[src/rtl/xor_frame_accumulator_if.sv]
// Lane-word input and parity-result output handshake between the XOR stage,
// the frame accumulator and its downstream consumer.
interface xor_frame_accumulator_if #(
  parameter int LANES = 8
);
  logic [LANES-1:0] XOROUT;
  logic             in_valid;
  logic             in_ready;
  logic [LANES-1:0] par_out;
  logic             out_valid;
  logic             out_ready;

  modport master (
    output XOROUT, in_valid, out_ready,
    input  in_ready, par_out, out_valid
  );

  modport slave (
    input  XOROUT, in_valid, out_ready,
    output in_ready, par_out, out_valid
  );
endinterface

[src/rtl/xor_frame_accumulator.sv]
// Folds XOROUT words into per-lane frame parity, buffers one result on a
// valid/ready port, and carries a 5-bit serial configuration chain.
module xor_frame_accumulator #(
  parameter int LANES = 8,
  parameter int CNT_W = 16
) (
  input  logic                   clk,
  input  logic                   rst_n,
  input  logic                   configuration_input,
  input  logic                   configuration_enable,
  output logic                   configuration_output,
  xor_frame_accumulator_if.slave bus,
  output logic [CNT_W-1:0]       frame_count
);
  logic             invert_q, invert_d;
  logic [3:0]       frame_len_q, frame_len_d;
  logic [LANES-1:0] acc_q, acc_d;
  logic [3:0]       word_cnt_q, word_cnt_d;
  logic [LANES-1:0] par_out_q, par_out_d;
  logic             out_valid_q, out_valid_d;
  logic [CNT_W-1:0] frame_count_q, frame_count_d;
  logic             last;
  logic             in_ready;
  logic             accept;

  assign last     = (word_cnt_q == frame_len_q);
  // Only the frame-closing word needs a free (or draining) result buffer.
  assign in_ready = !configuration_enable && !(out_valid_q && !bus.out_ready && last);
  assign accept   = bus.in_valid && in_ready;

  always_comb begin
    invert_d    = invert_q;
    frame_len_d = frame_len_q;
    if (configuration_enable) begin
      invert_d    = configuration_input;
      frame_len_d = {frame_len_q[2:0], invert_q};
    end
  end

  // The configuration chain is intentionally not reset so rst_n keeps the setup.
  always_ff @(posedge clk) begin
    invert_q    <= invert_d;
    frame_len_q <= frame_len_d;
  end

  always_comb begin
    acc_d         = acc_q;
    word_cnt_d    = word_cnt_q;
    par_out_d     = par_out_q;
    out_valid_d   = out_valid_q;
    frame_count_d = frame_count_q;
    if (out_valid_q && bus.out_ready) begin
      out_valid_d = 1'b0;
    end
    if (configuration_enable) begin
      acc_d      = '0;
      word_cnt_d = '0;
    end else if (accept) begin
      if (last) begin
        par_out_d     = acc_q ^ bus.XOROUT ^ {LANES{invert_q}};
        out_valid_d   = 1'b1;
        acc_d         = '0;
        word_cnt_d    = '0;
        frame_count_d = frame_count_q + CNT_W'(1);
      end else begin
        acc_d      = acc_q ^ bus.XOROUT;
        word_cnt_d = word_cnt_q + 4'd1;
      end
    end
  end

  always_ff @(posedge clk) begin
    if (!rst_n) begin
      acc_q         <= '0;
      word_cnt_q    <= '0;
      par_out_q     <= '0;
      out_valid_q   <= 1'b0;
      frame_count_q <= '0;
    end else begin
      acc_q         <= acc_d;
      word_cnt_q    <= word_cnt_d;
      par_out_q     <= par_out_d;
      out_valid_q   <= out_valid_d;
      frame_count_q <= frame_count_d;
    end
  end

  assign configuration_output = frame_len_q[3];
  assign bus.in_ready         = in_ready;
  assign bus.par_out          = par_out_q;
  assign bus.out_valid        = out_valid_q;
  assign frame_count          = frame_count_q;
endmodule

[src/flat_wrapper.sv]
// flat-port wrapper written by rule: the top's interface ports become plain ports
module xor_frame_accumulator_flat 
#(
  parameter int LANES = 8,
  parameter int CNT_W = 16
)
  (clk, rst_n, configuration_input, configuration_enable, configuration_output, frame_count, bus_XOROUT, bus_in_valid, bus_out_ready, bus_in_ready, bus_par_out, bus_out_valid);
  xor_frame_accumulator_if #(.LANES(LANES)) bus_i ();
  input  logic clk;
  input  logic rst_n;
  input  logic configuration_input;
  input  logic configuration_enable;
  output logic configuration_output;
  output logic [CNT_W-1:0] frame_count;
  input wire logic [$bits(bus_i.XOROUT)-1:0] bus_XOROUT;
  input wire logic [$bits(bus_i.in_valid)-1:0] bus_in_valid;
  input wire logic [$bits(bus_i.out_ready)-1:0] bus_out_ready;
  output wire logic [$bits(bus_i.in_ready)-1:0] bus_in_ready;
  output wire logic [$bits(bus_i.par_out)-1:0] bus_par_out;
  output wire logic [$bits(bus_i.out_valid)-1:0] bus_out_valid;
  assign bus_i.XOROUT = bus_XOROUT;
  assign bus_i.in_valid = bus_in_valid;
  assign bus_i.out_ready = bus_out_ready;
  assign bus_in_ready = bus_i.in_ready;
  assign bus_par_out = bus_i.par_out;
  assign bus_out_valid = bus_i.out_valid;
  xor_frame_accumulator #(.LANES(LANES), .CNT_W(CNT_W)) u_core (.clk(clk), .rst_n(rst_n), .configuration_input(configuration_input), .configuration_enable(configuration_enable), .configuration_output(configuration_output), .bus(bus_i), .frame_count(frame_count));
endmodule
[config.mk]
export PLATFORM = sky130hd
export DESIGN_NAME = xor_frame_accumulator_flat
export DESIGN_NICKNAME = d
export VERILOG_FILES = /design/src/rtl/xor_frame_accumulator_if.sv /design/src/rtl/xor_frame_accumulator.sv /design/src/flat_wrapper.sv
export SDC_FILE = /design/constraint.sdc
export NUM_CORES = 1
export LEC_CHECK = 0
export BUFFER_PORTS_ARGS = -buffer_cell sky130_fd_sc_hd__buf_2
export CAP_MARGIN = 15
export CORE_AREA = 3 3 65 67
export DETAILED_ROUTE_END_ITERATION = 8
export DIE_AREA = 0 0 68 70
export GPL_TIMING_DRIVEN = 0
export PLACE_DENSITY = 0.76
export SYNTH_ARGS = -nofsm -noshare
export SYNTH_HDL_FRONTEND = slang
export SYNTH_SLANG_ARGS = --single-unit
[constraint.sdc]
create_clock -name clk -period 2.51 [get_ports clk]
set_clock_uncertainty 0.2 [all_clocks]
set_input_delay 0.502 -clock clk [delete_from_list [all_inputs] [get_ports clk]]
set_output_delay 0.502 -clock clk [all_outputs]
set_load 0.01 [all_outputs]
==> impl_metrics.json <==
{
  "num_io_pins": 41,
  "reg2reg_to": "u_core.frame_count[15]",
  "max_stage_delay_ns": 0.43,
  "outcome": "finished clean",
  "synth_compound_area_share_pct": 8.599,
  "fin_crit_ns": 2.371,
  "r2r_setup_slack_ns": 0.41,
  "yosysTopAreaCellShare_pct": 37.71,
  "cts_made_buffers": 5,
  "syn_inst": 221,
  "multiInputGateArea_sq_mm": 0.001008,
  "ys_types": 29,
  "clk_latency_ns": 0.30,
  "whs_path_depth": 1,
  "synth_common_cells": "dfxtp_1, xnor2_1, nand2_1, nor2_1",
  "syn_area_sq_mm": 0.001964,
  "grt_max_degree": 13,
  "setup-tns-final_ns": 0,
  "worstPathCellList": "nor2b_1 > clkbuf_2 > a21oi_1 > buf_2",
  "grt_pass1_wl_mm": 6.886,
  "wirelength_mm": 4.121,
  "nets": 286,
  "worstSetupStartpointType": "flip-flop",
  "htree_levels": 2,
  "place_hpwl_mm": 2.966,
  "synth-edff-count": 5,
  "setup_viol_count_final": 0,
  "avgSynthCellArea_sq_um": 8.889,
  "die_area_sq_mm": 0.004760,
  "ys.flop_type": "dfxtp_1",
  "design.core.area_sq_mm": 0.003689,
  "hp-class": "input port to flip-flop",
  "post-route-drc-count": 0,
  "drt-vias-per-instance": 5.201,
  "min_period_over_period_pct": 94.46,
  "root_buffer": "clkbuf_8",
  "grtUsageTotal_pct": 19.30,
  "synth.mux.area_fraction_pct": 1.019,
  "crit_required_ns": 1.81,
  "fillers": 332,
  "slew_violations": 0,
  "power_mw": 1.263,
  "leakagePower_nw": 0.9132,
  "ir_drop_uv": 360.9,
  "setup.worst_path.class": "flip-flop to output pin",
  "io_buffers": 40,
  "max_freq_mhz": 421.8,
  "syn_nets": 237,
  "crit_path_end_kind": "output pin",
  "grt_pass1_vias": 1509,
  "rsz0062_at_grt": "false",
  "hold_viol_final": 0,
  "die_w_um": 68,
  "cts_num_sinks": 42,
  "yosys.area.top_type": "dfxtp_1",
  "drt_pass1_iterations": 4,
  "cts_buffer_depth": 2,
  "synth_simple_gate_area_share_pct": 22.68,
  "drive_gt1_share_pct": 22.51,
  "chipHeight_um": 70,
  "yosys_warnings": 0,
  "arrival_ns": 1.67,
  "cts_hold_buf": 0,
  "ant_nets": 0,
  "worstPathMaxFanout": 10,
  "p_per_area_mw_per_mm2": 541.3,
  "r2r_start": "u_core.frame_len_q[1]",
  "ff2ff_path_depth": 7,
  "diodes": 0,
  "clk_pin_slew_ns": 0.08,
  "synth_top_family_by_area": "simple AND/OR/NAND/NOR gates",
  "syn_to_final_growth_pct": 18.79,
  "ys_async_sr_fraction_pct": 0,
  "start_util_pct": 53.26,
  "drt_iter0_markers": 44,
  "cap_violations": 0,
  "cts_tree": "done",
  "min_to": "u_core.invert_q",
  "register_area_sq_um": 890.9,
  "cpMaxStageDelayCell": "nor2b_1",
  "worst_pin_slew_ns": 0.6106,
  "row_count": 22,
  "overflow": 0,
  "ys_seq_area_share_pct": 45.35,
  "synth-seq-cells": 42,
  "synth-xor-area-share_pct": 17.39,
  "synthAdderAreaFrac_pct": 1.274,
  "synthTopCellsByArea": "dfxtp_1, xnor2_1, edfxtp_1, nand2_1, nor2_1",
  "num_vias": 1659,
  "hold_start": "configuration_input",
  "wl_per_cell_um": 12.92,
  "max_slew_margin_pct": 59.29,
  "antenna_found_initial": 0,
  "gp_congestion": 0.7317,
  "yosysMostFrequentCell": "dfxtp_1"
}
-- layout make-up --
type,count,share of cell area (%)
Tap cell,48,2.574
Clock inverter,1,0.2145
Timing Repair Buffer,43,9.544
Multi-Input combinational cell,166,43.22
Clock buffer,7,3.700
Inverter,2,0.3217
Buffer,10,2.252
Sequential cell,42,38.18
-- registers in the layout, summed over array words and instances, names as in the netlist --
signal,flops
u_core.acc_q,8
u_core.bus.out_valid,1
u_core.bus.par_out,8
u_core.frame_count,16
u_core.frame_len_q,4
u_core.invert_q,1
u_core.word_cnt_q,4
-- cells by family (layout without fill, tap and decap cells) --
kind of cell / count (synthesis) / after routing
AOI/OAI and AO/OA: 31 / 31
xor gates and xnor gates: 39 / 39
buffers and inverters: 13 / 63
muxes: 2 / 2
DFF: 42 / 42
adders and majority gates: 2 / 2
and+or+nand+nor: 92 / 92
-- cell usage in the layout (no fill, tap or decap) --
cell type	n
buf_2	42
dfxtp_1	37
xnor2_1	28
nand2_1	27
nor2_1	26
a21oi_1	15
nand3_1	15
o21ai_0	12
xor2_1	10
nand4_1	7
clkbuf_1	6
clkbuf_8	6
edfxtp_1	5
buf_4	4
nand2b_1	3
or3_1	3
nor4_1	3
o21bai_1	3
nor2b_1	2
nor3_1	2
inv_1	2
mux2i_1	2
ha_1	2
clkbuf_2	1
xor2_2	1
nor4_4	1
buf_6	1
nor3_2	1
nand3_2	1
and3_2	1
a311o_2	1
clkinv_2	1
-- worst max path at each step --
stage,from,end,slack [ns],depth (start not counted)
after global placement,bus_out_ready,bus_in_ready,0.13,5
final,u_core.bus.out_valid,bus_in_ready,0.14,4
after detailed placement,bus_out_ready,bus_in_ready,0.11,5
after global routing,u_core.bus.out_valid,bus_in_ready,0.03,4
after CTS,u_core.bus.out_valid,bus_in_ready,0.006,4
after floorplan,u_core.frame_len_q[3],bus_in_ready,0.47,5
-- through the flow --
| stage | hold WS [ns] | setup WS [ns] | instance area [sq um] | instances | util [%] |
|---|---|---|---|---|---|
| CTS | 0.1668 | 0.006214 | 2331 | 319 | 63.20 |
| floorplan | 0.2244 | 0.4744 | 1964 | 221 | - |
| global route | 0.1653 | 0.03402 | 2333 | 319 | 63.26 |
| finish | 0.1805 | 0.1390 | 2333 | 319 | 63.26 |
| detailed placement | 0.2426 | 0.1068 | 2225 | 309 | 60.31 |
| global placement | 0.2319 | 0.1331 | 2225 | 309 | 60.31 |
-- worst max-delay path: cells and delay by family (launching register included) --
family / cells / cell delay, ns
buffers and inverters: 2 / 0.47
and+or+nand+nor: 1 / 0.43
DFF: 1 / 0.37
AOI/OAI and AO/OA: 1 / 0.09
-- what timing repair did --
action,in CTS,in global routing
resized for setup,0,3
endpoints found under the setup margin,1,1
setup buffers,2,1
pin swaps,1,1
-- report_power, final --
group	internal [mW]	leakage, nW	total [mW]	switching [mW]
registers	0.690	0.347	0.698	0.00813
logic	0.0539	0.518	0.119	0.0647
clock network	0.222	0.0482	0.446	0.224
-- layer usage --
metal	GRT usage, %	part of all wire [%]	up-vias
li1	-	-	843
met1	24.22	45	770
met2	30.84	48	41
met3	6.270	6.0	5
met4	5.960	1.1	0
met5	0	0	-
Power figures use the tool's default switching activity.
